File: config.mk
export PLATFORM = sky130hd
export DESIGN_NAME = sccb_master_rw_flat
export DESIGN_NICKNAME = d
export VERILOG_FILES = /design/src/rtl/sccb_master_rw_if.sv /design/src/rtl/sccb_master_rw.sv /design/src/flat_wrapper.sv
export SDC_FILE = /design/constraint.sdc
export NUM_CORES = 1
export LEC_CHECK = 0
export ABC_AREA = 0
export BUFFER_PORTS_ARGS = -buffer_cell sky130_fd_sc_hd__buf_2
export CAP_MARGIN = 20
export CORE_ASPECT_RATIO = 2
export CORE_UTILIZATION = 45
export CTS_BUF_LIST = sky130_fd_sc_hd__clkbuf_8
export DETAILED_ROUTE_END_ITERATION = 8
export PLACE_DENSITY_LB_ADDON = 0.1
export SLEW_MARGIN = 20
export SYNTH_ARGS = -nofsm -noshare
export SYNTH_HDL_FRONTEND = slang
export SYNTH_SLANG_ARGS = --single-unit
File: constraint.sdc
create_clock -name clk -period 1.86 [get_ports clk]
set_clock_uncertainty 0.1 [all_clocks]
set_input_delay 0.372 -clock clk [delete_from_list [all_inputs] [get_ports clk]]
set_output_delay 0.372 -clock clk [all_outputs]
set_load 0.005 [all_outputs]
File: src/rtl/sccb_master_rw_if.sv
// rtl/sccb_master_rw_if.sv - request/response and SDA/SCL pad bundle for the SCCB master
interface sccb_master_rw_if #(
   parameter int c_nb_ov7670_sccb    = 8,
   parameter int c_nb_ov7670_sccb_id = 7
);
   logic                           start_tx;
   logic                           rd_wr;
   logic [c_nb_ov7670_sccb_id-1:0] id;
   logic [c_nb_ov7670_sccb-1:0]    addr;
   logic [c_nb_ov7670_sccb-1:0]    data_wr;
   logic                           ready;
   logic                           finish_tx;
   logic [c_nb_ov7670_sccb-1:0]    data_rd;
   logic                           nack;
   logic                           sclk;
   logic                           sdat_on;
   logic                           sdat_out;
   logic                           sdat_in;

   modport master (
      input  start_tx, rd_wr, id, addr, data_wr, sdat_in,
      output ready, finish_tx, data_rd, nack, sclk, sdat_on, sdat_out
   );

   modport slave (
      output start_tx, rd_wr, id, addr, data_wr, sdat_in,
      input  ready, finish_tx, data_rd, nack, sclk, sdat_on, sdat_out
   );
endinterface

File: src/rtl/sccb_master_rw.sv
// rtl/sccb_master_rw.sv - SCCB master with 3-phase write and 2+2-phase read
module sccb_master_rw #(
   parameter int c_sclk_div4_endcnt  = 65,
   parameter int c_nb_cnt_sclk_div4  = 7,
   parameter int c_nb_ov7670_sccb    = 8,
   parameter int c_nb_ov7670_sccb_id = 7
) (
   input  logic             clk,
   input  logic             rst,
   sccb_master_rw_if.master bus
);
   localparam int c_nb_sr  = 3 * c_nb_ov7670_sccb;
   localparam int c_nb_bit = $clog2(c_nb_ov7670_sccb);
   localparam logic [c_nb_cnt_sclk_div4-1:0] c_cnt_last =
      c_nb_cnt_sclk_div4'(c_sclk_div4_endcnt - 1);
   localparam logic [c_nb_cnt_sclk_div4-1:0] c_cnt_one = c_nb_cnt_sclk_div4'(1);
   localparam logic [c_nb_bit-1:0] c_bit_first = c_nb_bit'(c_nb_ov7670_sccb - 1);
   localparam logic [c_nb_bit-1:0] c_bit_one   = c_nb_bit'(1);

   typedef enum logic [2:0] {
      s_idle, s_start, s_send_byte, s_dntc, s_stop, s_bus_free, s_rd_byte, s_na
   } state_t;

   state_t                          state_q, state_d;
   logic [c_nb_cnt_sclk_div4-1:0]   cnt_q, cnt_d;
   logic [1:0]                      q_q, q_d;
   logic [c_nb_bit-1:0]             bit_q, bit_d;
   logic [1:0]                      phase_q, phase_d;
   logic                            pass_q, pass_d;
   logic                            rd_wr_q, rd_wr_d;
   logic [c_nb_sr-1:0]              sr_q, sr_d;
   logic [c_nb_ov7670_sccb-1:0]     rd_sr_q, rd_sr_d;
   logic [c_nb_ov7670_sccb-1:0]     data_rd_q, data_rd_d;
   logic                            nack_q, nack_d;

   logic q_end, bit_end, sample, last_stop, sclk_wave;

   // Quarter-period timing strobes; sample lands mid SCL-high of each bit
   always_comb begin
      q_end     = (cnt_q == c_cnt_last);
      bit_end   = q_end && (q_q == 2'd3);
      sample    = q_end && (q_q == 2'd1);
      last_stop = !rd_wr_q || pass_q;
      sclk_wave = (q_q == 2'd1) || (q_q == 2'd2);
   end

   // Quarter counter and quarter index, parked at zero while idle
   always_comb begin
      cnt_d = cnt_q;
      q_d   = q_q;
      if (state_q == s_idle) begin
         cnt_d = '0;
         q_d   = 2'd0;
      end else if (q_end) begin
         cnt_d = '0;
         q_d   = q_q + 2'd1;
      end else begin
         cnt_d = cnt_q + c_cnt_one;
      end
   end

   // Transaction sequencing, byte shifting and SDA sampling
   always_comb begin
      state_d   = state_q;
      bit_d     = bit_q;
      phase_d   = phase_q;
      pass_d    = pass_q;
      rd_wr_d   = rd_wr_q;
      sr_d      = sr_q;
      rd_sr_d   = rd_sr_q;
      data_rd_d = data_rd_q;
      nack_d    = nack_q;
      case (state_q)
         s_idle: begin
            if (bus.start_tx) begin
               rd_wr_d = bus.rd_wr;
               sr_d    = {bus.id, 1'b0, bus.addr,
                          bus.rd_wr ? {c_nb_ov7670_sccb{1'b1}} : bus.data_wr};
               phase_d = 2'd0;
               pass_d  = 1'b0;
               nack_d  = 1'b0;
               state_d = s_start;
            end
         end
         s_start: begin
            if (bit_end) begin
               bit_d   = c_bit_first;
               state_d = s_send_byte;
            end
         end
         s_send_byte: begin
            if (bit_end) begin
               sr_d = {sr_q[c_nb_sr-2:0], 1'b1};
               if (bit_q == '0) state_d = s_dntc;
               else             bit_d   = bit_q - c_bit_one;
            end
         end
         s_dntc: begin
            if (sample && bus.sdat_in) nack_d = 1'b1;
            if (bit_end) begin
               phase_d = phase_q + 2'd1;
               bit_d   = c_bit_first;
               if (pass_q)
                  state_d = s_rd_byte;
               else if (rd_wr_q ? (phase_q == 2'd1) : (phase_q == 2'd2))
                  state_d = s_stop;
               else
                  state_d = s_send_byte;
            end
         end
         s_rd_byte: begin
            if (sample) rd_sr_d = {rd_sr_q[c_nb_ov7670_sccb-2:0], bus.sdat_in};
            if (bit_end) begin
               if (bit_q == '0) state_d = s_na;
               else             bit_d   = bit_q - c_bit_one;
            end
         end
         s_na: begin
            if (bit_end) state_d = s_stop;
         end
         s_stop: begin
            if (bit_end) begin
               if (last_stop) begin
                  state_d = s_idle;
                  if (rd_wr_q) data_rd_d = rd_sr_q;
               end else begin
                  state_d = s_bus_free;
               end
            end
         end
         s_bus_free: begin
            if (bit_end) begin
               sr_d    = {bus.id, 1'b1, {(2 * c_nb_ov7670_sccb){1'b1}}};
               phase_d = 2'd0;
               pass_d  = 1'b1;
               state_d = s_start;
            end
         end
         default: state_d = s_idle;
      endcase
   end

   // Pad and status decode from state and quarter only, so no mid-quarter glitches
   always_comb begin
      bus.sclk      = 1'b1;
      bus.sdat_on   = 1'b0;
      bus.sdat_out  = 1'b1;
      bus.finish_tx = 1'b0;
      bus.ready     = (state_q == s_idle) && !rst;
      case (state_q)
         s_start: begin
            bus.sdat_on  = 1'b1;
            bus.sclk     = (q_q != 2'd3);
            bus.sdat_out = (q_q == 2'd0);
         end
         s_send_byte: begin
            bus.sdat_on  = 1'b1;
            bus.sclk     = sclk_wave;
            bus.sdat_out = sr_q[c_nb_sr-1];
         end
         s_dntc, s_rd_byte: begin
            bus.sclk = sclk_wave;
         end
         s_na: begin
            bus.sdat_on = 1'b1;
            bus.sclk    = sclk_wave;
         end
         s_stop: begin
            bus.sdat_on   = 1'b1;
            bus.sclk      = (q_q != 2'd0);
            bus.sdat_out  = (q_q >= 2'd2);
            bus.finish_tx = bit_end && last_stop;
         end
         default: ;
      endcase
   end

   assign bus.data_rd = data_rd_q;
   assign bus.nack    = nack_q;

   // State register; asynchronous reset aborts any transfer without a STOP
   always_ff @(posedge clk or posedge rst) begin
      if (rst) begin
         state_q   <= s_idle;
         cnt_q     <= '0;
         q_q       <= 2'd0;
         bit_q     <= '0;
         phase_q   <= 2'd0;
         pass_q    <= 1'b0;
         rd_wr_q   <= 1'b0;
         sr_q      <= '1;
         rd_sr_q   <= '0;
         data_rd_q <= '0;
         nack_q    <= 1'b0;
      end else begin
         state_q   <= state_d;
         cnt_q     <= cnt_d;
         q_q       <= q_d;
         bit_q     <= bit_d;
         phase_q   <= phase_d;
         pass_q    <= pass_d;
         rd_wr_q   <= rd_wr_d;
         sr_q      <= sr_d;
         rd_sr_q   <= rd_sr_d;
         data_rd_q <= data_rd_d;
         nack_q    <= nack_d;
      end
   end
endmodule
File: src/flat_wrapper.sv
// flat-port wrapper written by rule: the top's interface ports become plain ports
module sccb_master_rw_flat 
#(
   parameter int c_sclk_div4_endcnt  = 65,
   parameter int c_nb_cnt_sclk_div4  = 7,
   parameter int c_nb_ov7670_sccb    = 8,
   parameter int c_nb_ov7670_sccb_id = 7
)
  (clk, rst, bus_start_tx, bus_rd_wr, bus_id, bus_addr, bus_data_wr, bus_sdat_in, bus_ready, bus_finish_tx, bus_data_rd, bus_nack, bus_sclk, bus_sdat_on, bus_sdat_out);
  sccb_master_rw_if #(.c_nb_ov7670_sccb(c_nb_ov7670_sccb), .c_nb_ov7670_sccb_id(c_nb_ov7670_sccb_id)) bus_i ();
  input  logic clk;
  input  logic rst;
  input wire logic [$bits(bus_i.start_tx)-1:0] bus_start_tx;
  input wire logic [$bits(bus_i.rd_wr)-1:0] bus_rd_wr;
  input wire logic [$bits(bus_i.id)-1:0] bus_id;
  input wire logic [$bits(bus_i.addr)-1:0] bus_addr;
  input wire logic [$bits(bus_i.data_wr)-1:0] bus_data_wr;
  input wire logic [$bits(bus_i.sdat_in)-1:0] bus_sdat_in;
  output wire logic [$bits(bus_i.ready)-1:0] bus_ready;
  output wire logic [$bits(bus_i.finish_tx)-1:0] bus_finish_tx;
  output wire logic [$bits(bus_i.data_rd)-1:0] bus_data_rd;
  output wire logic [$bits(bus_i.nack)-1:0] bus_nack;
  output wire logic [$bits(bus_i.sclk)-1:0] bus_sclk;
  output wire logic [$bits(bus_i.sdat_on)-1:0] bus_sdat_on;
  output wire logic [$bits(bus_i.sdat_out)-1:0] bus_sdat_out;
  assign bus_i.start_tx = bus_start_tx;
  assign bus_i.rd_wr = bus_rd_wr;
  assign bus_i.id = bus_id;
  assign bus_i.addr = bus_addr;
  assign bus_i.data_wr = bus_data_wr;
  assign bus_i.sdat_in = bus_sdat_in;
  assign bus_ready = bus_i.ready;
  assign bus_finish_tx = bus_i.finish_tx;
  assign bus_data_rd = bus_i.data_rd;
  assign bus_nack = bus_i.nack;
  assign bus_sclk = bus_i.sclk;
  assign bus_sdat_on = bus_i.sdat_on;
  assign bus_sdat_out = bus_i.sdat_out;
  sccb_master_rw #(.c_sclk_div4_endcnt(c_sclk_div4_endcnt), .c_nb_cnt_sclk_div4(c_nb_cnt_sclk_div4), .c_nb_ov7670_sccb(c_nb_ov7670_sccb), .c_nb_ov7670_sccb_id(c_nb_ov7670_sccb_id)) u_core (.clk(clk), .rst(rst), .bus(bus_i));
endmodule
==> impl_metrics.yaml, run 1 <==
clocking:
  cts_max_path_buffers: 2
  clock-sinks: 60
  root_buffer: "clkbuf_8"
  cts_tree: "done"
  insertion_delay_ps: 340
  postCtsHoldBufs: 0
  path_clk_slew_ps: 60
  cts_max_level: 3
  cts_buffers: 9
setup_path:
  cpMostUsedCell: "o32a_1"
  start_kind: "flip-flop"
  slowest_delay_ps: 410
  worstPathArrival_ps: 1640
  reg2reg_to: "u_core.sr_q[23]"
  critical_path_class: "flip-flop to output port"
  worstPathMaxFanout: 2
  path_cells: "buf_6, inv_4, ha_4, o32a_1, o32a_1, buf_2"
  critPathCaptureType: "output port"
  r2r-start: "u_core.state_q[2]"
  rrSetupSlack_ps: -110
  reg2reg_depth: 6
  crit_required_ps: 1390
  slowest_stage: "dfrtp_1"
grt:
  grt.total_usage_pct: 20.4
  grt_util_met3_pct: 4.67
  grt_max_degree: 61
  met1_usage_pct: 22.3
  grt_antenna_before_repair: 0
  overflow: 0
  met2_usage_pct: 34.6
  grt_pass1_wl_um: 10900
  busiest_layer: "met2"
  grt_pass1_vias: 2349
finish:
  nNetsFinal: 399
  drive_gt1_share_pct: 55.4
  area_growth_pct: 40.6
  n_antenna_cell: 0
  layout.cells.non_filler: 456
  design_area_um2: 4360
pwr:
  total_power_mw: 3.25
  pwr-share-comb_pct: 17.1
  switchingPower_mw: 0.858
  pwr_density_cell_nw_per_um2: 745
  pwr-share-clk_pct: 33.8
  power_leakage_nw: 2.21
  p_seq_share_pct: 49.1
  ir_worst_vdd_mv: 0.667
  intPower_mw: 2.39
  p_sw_share_pct: 26.4
synth:
  syn_nets: 307
  synthArstFlopShare_pct: 100
  synth.distinct_cells: 44
  synth_edf_count: 0
  ys_top_cells_by_area: "dfrtp_1 29%, dfstp_2 20%, mux2_2 12%"
  synthFlopType: "dfrtp_1"
  ys_seq_elements: 60
  synth_top_area_cell: "dfrtp_1"
  ys_seq_area_share_pct: 49.4
  ys_top_cells_by_count: "36 x dfrtp_1, 34 x mux2_2, 24 x dfstp_2, 24 x inv_1, 17 x mux2i_1"
  ys_warn_count: 0
  yosysMostFrequentCell: "dfrtp_1"
  syn_avg_cell_area_um2: 11.4
  synthCells: 271
  netlist_area_um2: 3100
  yosysTopAreaCellShare_pct: 29.1
timing:
  finalCritPeriodShare_pct: 113
  drv_slew: 0
  setup_viol: 39
  rsz0062_at_grt: "true"
  worst_slew_pin_slew_ps: 521
  max_freq_mhz: 474
  setup_ws_ps: -249
  hold_ws_ps: 46.2
  slew_headroom_pct: 64.9
  period_minus_slack_ps: 2110
  hold_violations: 0
floorplan:
  initial_core_util_pct: 46.8
  core_um2: 6620
  die_area_um2: 7240
  io_pins: 42
  die_w_um: 60.7
  rows: 42
  dieHeight_um: 119
placement:
  place_hpwl_um: 4430
  io_buffers: 41
  place_inst: 412
  dpl-instance-area_um2: 3580
  gp_congestion: 0.797
detailed_routing:
  viasPerCell: 5.17
  wl_per_cell_um: 16.3
  drt_wl_total_um: 7430
  drt-initial-drc-count: 60
  via_count: 2356
  final_antenna_net_count: 0
  drt_pre_antenna_iters: 4
  drc: 0
worst_hold_path:
  hp-class: "input pin to asynchronous set/reset pin"
job:
  maxCapViolations: 0
run_status:
  status: "finished, violations left"
  violations: "setup timing"
==> what timing repair did <==
item / CTS / global route
pin swaps: 10 / 13
gates cloned: 1 / 4
endpoints found under the setup margin: 43 / 57
resized for setup: 37 / 44
buffers inserted: 9 / 18
==> layer usage <==
layer,vias up,routed length (um)
met5,-,0
li1,1126,-
met2,40,4180
met1,1173,2780
met4,0,236
met3,17,234
==> cell families (layout without fill, tap and decap cells) <==
kind of cell / after synthesis / count (layout) / share of synthesized area (%)
muxes: 53 / 53 / 18.8
buffers and inverters: 38 / 135 / 5.73
xor gates and xnor gates: 7 / 7 / 1.98
and+or+nand+nor: 63 / 63 / 12.1
adders and majority gates: 8 / 8 / 3.23
DFF: 60 / 60 / 49.4
AOI/OAI and AO/OA: 42 / 42 / 8.72
==> sequential cells by signal, indices dropped and copies added, names as in the netlist <==
register and count:
u_core.bit_q 3, u_core.bus.data_rd 8, u_core.bus.nack 1, u_core.cnt_q 7
u_core.pass_q 1, u_core.phase_q 2, u_core.q_q 2, u_core.rd_sr_q 8
u_core.rd_wr_q 1, u_core.sr_q 24, u_core.state_q 3
==> layout by cell type (no fill, tap or decap), drive strengths merged <==
| cell | count |
|---|---|
| bufinv | 1 |
| clkinvlp | 2 |
| nor3 | 1 |
| nor2 | 13 |
| a22o | 1 |
| nand2b | 10 |
| or2 | 1 |
| xnor2 | 4 |
| clkbuf | 13 |
| a31o | 1 |
| and2 | 1 |
| nor2b | 3 |
| nor4 | 3 |
| o2bb2ai | 1 |
| clkinv | 3 |
| o32a | 2 |
| nand3b | 2 |
| ha | 8 |
| nand3 | 5 |
| mux2 | 36 |
| o21ai | 10 |
| dfrtp | 36 |
| a31oi | 5 |
| dfstp | 24 |
| o2111ai | 1 |
| and3 | 4 |
| a41oi | 1 |
| xor2 | 3 |
| nor4b | 1 |
| nand2 | 16 |
| a311oi | 1 |
| or3b | 2 |
| nand4 | 1 |
| o22ai | 14 |
| buf | 91 |
| inv | 25 |
| a21oi | 5 |
| mux2i | 17 |
==> worst max-delay path: cells and delay by family, from the launching register on <==
| family | cells | cell delay [ps] |
|---|---|---|
| buf+inv | 3 | 310 |
| compound gates | 2 | 430 |
| fa+ha+maj | 1 | 140 |
| flops | 1 | 410 |
==> stage by stage <==
stage | TNS (ps) | utilization [%] | setup WS [ps]
after floorplan | -543 | - | -47.7
after global placement | -256 | 54.1 | -17.1
after detailed placement | -1130 | 54.1 | -60.7
after CTS | -1470 | 60.3 | -238
after global routing | -5820 | 65.8 | -284
final | -2440 | 65.8 | -249
==> layout make-up <==
class / instances / area (um^2)
Tap cell: 88 / 110
Sequential cell: 60 / 1530
Fill cell: 553 / 2260
Multi-Input combinational cell: 173 / 1630
Timing Repair Buffer: 95 / 805
Clock inverter: 7 / 60.1
Inverter: 24 / 96.3
Clock buffer: 9 / 124
==> how the worst max path moves through the flow <==
stage	startpoint	end	slack [ps]
after global placement	u_core.cnt_q[3]	u_core.rd_sr_q[6]	-20
after CTS	u_core.cnt_q[5]	bus_finish_tx	-240
after global routing	u_core.cnt_q[3]	bus_finish_tx	-280
after detailed placement	u_core.cnt_q[3]	u_core.rd_sr_q[7]	-60
final	u_core.q_q[0]	bus_sdat_out	-250
after floorplan	u_core.cnt_q[3]	u_core.bus.data_rd[0]	-50
==> power by group through the flow <==
stage	Combinational (mW)	Sequential [mW]	Clock (mW)
CTS	0.538	1.59	1.13
detailed placement	0.491	1.61	0
global placement	0.485	1.60	0
finish	0.554	1.59	1.10
floorplan	0.284	1.60	0
global route	0.629	1.61	1.19
No activity file was read; power rests on OpenSTA's default activity.
==> run 2, diff against run 1 <==
- ABC_AREA: 0 -> 1
- SKIP_CTS_REPAIR_TIMING: not set -> 1
==> run 2 against run 1 <==
The run still ends with setup timing left. First-iteration DRC count grew to 2.6 times the previous value. Die area is 7.2% higher. Setup slack better by 110 ps. Synthesized cell count is 59% higher. Routed wire length is 6.7% higher. Maximum frequency is 5.5% higher. Largest power group is now combinational logic.
==> impl_metrics.yaml, run 2 <==
pwr:
  power_leakage_nw: 2.15
  ir_worst_vdd_mv: 0.918
  p_seq_share_pct: 30.4
  p_sw_share_pct: 42.3
  intPower_mw: 4.15
  total_power_mw: 7.20
  switchingPower_mw: 3.04
  pwr-share-clk_pct: 16.5
  pwr-share-comb_pct: 53.2
  pwr_density_cell_nw_per_um2: 1720
synth:
  syn_avg_cell_area_um2: 7.72
  yosysTopAreaCellShare_pct: 27.1
  syn_nets: 467
  ys_seq_area_share_pct: 46.0
  synth_top_area_cell: "dfrtp_1"
  synthArstFlopShare_pct: 100
  ys_top_cells_by_area: "dfrtp_1 27%, dfstp_2 19%, nand2_1 16%"
  ys_seq_elements: 60
  ys_warn_count: 0
  yosysMostFrequentCell: "nand2_1"
  netlist_area_um2: 3330
  synthFlopType: "dfrtp_1"
  ys_top_cells_by_count: "144 x nand2_1, 54 x inv_1, 47 x nand3_1"
  synth.distinct_cells: 31
  synth_edf_count: 0
  synthCells: 431
timing:
  setup_viol: 16
  finalCritPeriodShare_pct: 107
  hold_violations: 0
  setup_ws_ps: -138
  final.setup.tns_ps: -635
  max_freq_mhz: 500
  drv_slew: 0
  slew_headroom_pct: 72.1
  rsz0062_at_grt: "true"
  worst_slew_pin_slew_ps: 418
  period_minus_slack_ps: 2000
setup_path:
  slowest_stage: "dfrtp_2"
  crit_family: "flip-flops"
  critical_path_class: "flip-flop to output port"
  start_kind: "flip-flop"
  crit_required_ps: 1390
  worstPathMaxFanout: 7
  worstSetupStartpoint: "u_core.state_q[0]"
  path_cells: "nor2_4, nand2_4, nand2_2, a21oi_1, o221ai_1, buf_2"
  slowest_delay_ps: 500
  reg2reg_depth: 10
  critPathCaptureType: "output port"
  critPathBufInv: 1
  reg2reg_to: "u_core.phase_q[0]"
  worstPathArrival_ps: 1530
  rrSetupSlack_ps: -40
  r2r-start: "u_core.q_q[0]"
detailed_routing:
  drt-initial-drc-count: 158
  viasPerCell: 4.96
  final_antenna_net_count: 0
  wl_met2_um: 4220
  drc: 0
  wl_per_cell_um: 13.2
  route.top_layer_used: "met4"
  via_count: 2977
  drt_pre_antenna_iters: 4
  dr_wl_met3_um: 333
  wl_met1_um: 3160
  drt_wl_total_um: 7930
clocking:
  cts_max_level: 3
  insertion_delay_ps: 350
  path_clk_slew_ps: 70
  cts_buffers: 9
  clock-sinks: 60
  root_buffer: "clkbuf_8"
  cts_tree: "done"
  cts_max_path_buffers: 2
finish:
  drive_gt1_share_pct: 30.9
  mostFrequentLayoutCells: "141 x nand2_1, 49 x inv_1, 46 x nand3_1, 41 x buf_2, 33 x dfrtp_1"
  nNetsFinal: 539
  n_antenna_cell: 0
  largest_reg_flops: 24
  area_growth_pct: 25.8
  regMostFlops: "u_core.sr_q"
  multi_input_area_um2: 1560
  final_common_cell: "nand2_1"
  n_fill_cell: 690
  regArea_um2: 1540
grt:
  overflow: 0
  grt_antenna_before_repair: 0
  grt_max_degree: 61
  grt_pass1_vias: 2783
  grt_pass1_wl_um: 12500
  grt.total_usage_pct: 21.0
floorplan:
  initial_core_util_pct: 46.1
  rows: 44
  io_pins: 42
  die_area_um2: 7760
  core_um2: 7210
  die_w_um: 62.8
  dieHeight_um: 124
placement:
  io_buffers: 41
  pre_cts_ws_ps: 12.6
  gp_congestion: 0.783
  place_hpwl_um: 5230
worst_hold_path:
  hp-class: "input pin to asynchronous set/reset pin"
run_status:
  status: "finished, violations left"
  violations: "setup timing"
job:
  maxCapViolations: 0
run 2: worst max path at each step:
| stage | to | slack, ps | depth (start not counted) |
|---|---|---|---|
| after floorplan | u_core.state_q[0] | 190 | 9 |
| after global placement | bus_finish_tx | 50 | 7 |
| after detailed placement | bus_finish_tx | 10 | 7 |
| after CTS | bus_finish_tx | -390 | 7 |
| after global routing | bus_sclk | -210 | 6 |
| final | bus_sclk | -140 | 6 |
run 2: cell families (layout without fill, tap and decap cells):
logic type	Yosys count	after routing	synth area share (%)
adder cells (fa/ha/maj)	8	8	3.01
flip-flops	60	60	46.0
XOR/XNOR	6	6	1.58
AND/OR/NAND/NOR	239	240	31.3
buffers and inverters	71	147	10.1
AO/OA/AOI/OAI	47	47	8.01
run 2: through the flow:
stage,area [um^2],utilization (%),cells,hold slack (ps)
after floorplan,3330,-,431,342
after global placement,3690,51.2,564,349
after detailed placement,3690,51.2,564,354
after CTS,3890,53.9,580,13.8
after global routing,4190,58.1,600,34.2
final,4190,58.1,600,11.3
run 2: routing by layer:
| layer | global-route usage, % | up-vias |
|---|---|---|
| li1 | - | 1499 |
| met1 | 23.2 | 1395 |
| met2 | 36.8 | 66 |
| met3 | 4.85 | 17 |
| met4 | 11.8 | 0 |
| met5 | 0 | - |
run 2: cell type report:
type,count,share of cell area (%)
clock buffers,9,2.96
clock inverters,7,1.82
inverters,56,5.23
multi-input cells,301,37.3
flip-flops and latches,60,36.7
well taps,92,2.75
repair buffers,75,13.3
run 2: worst reg2reg max path, cell delays in order, from the launching register on:
cell and delay (ps):
dfrtp_1 390, buf_4 130, ha_2 210, nand4_4 160, buf_4 200, a21oi_4 170
buf_12 150, buf_12 120, nand2_1 60, nand2_1 60, nand2_1 50
run 2: power groups by stage:
stage	sequential (mW)	clock, mW	combinational (mW)
final	2.19	1.19	3.83
after global routing	2.23	1.28	4.23
after CTS	2.15	1.22	3.11
after detailed placement	2.16	0	3.09
after global placement	2.16	0	3.02
after floorplan	2.10	0	2.33
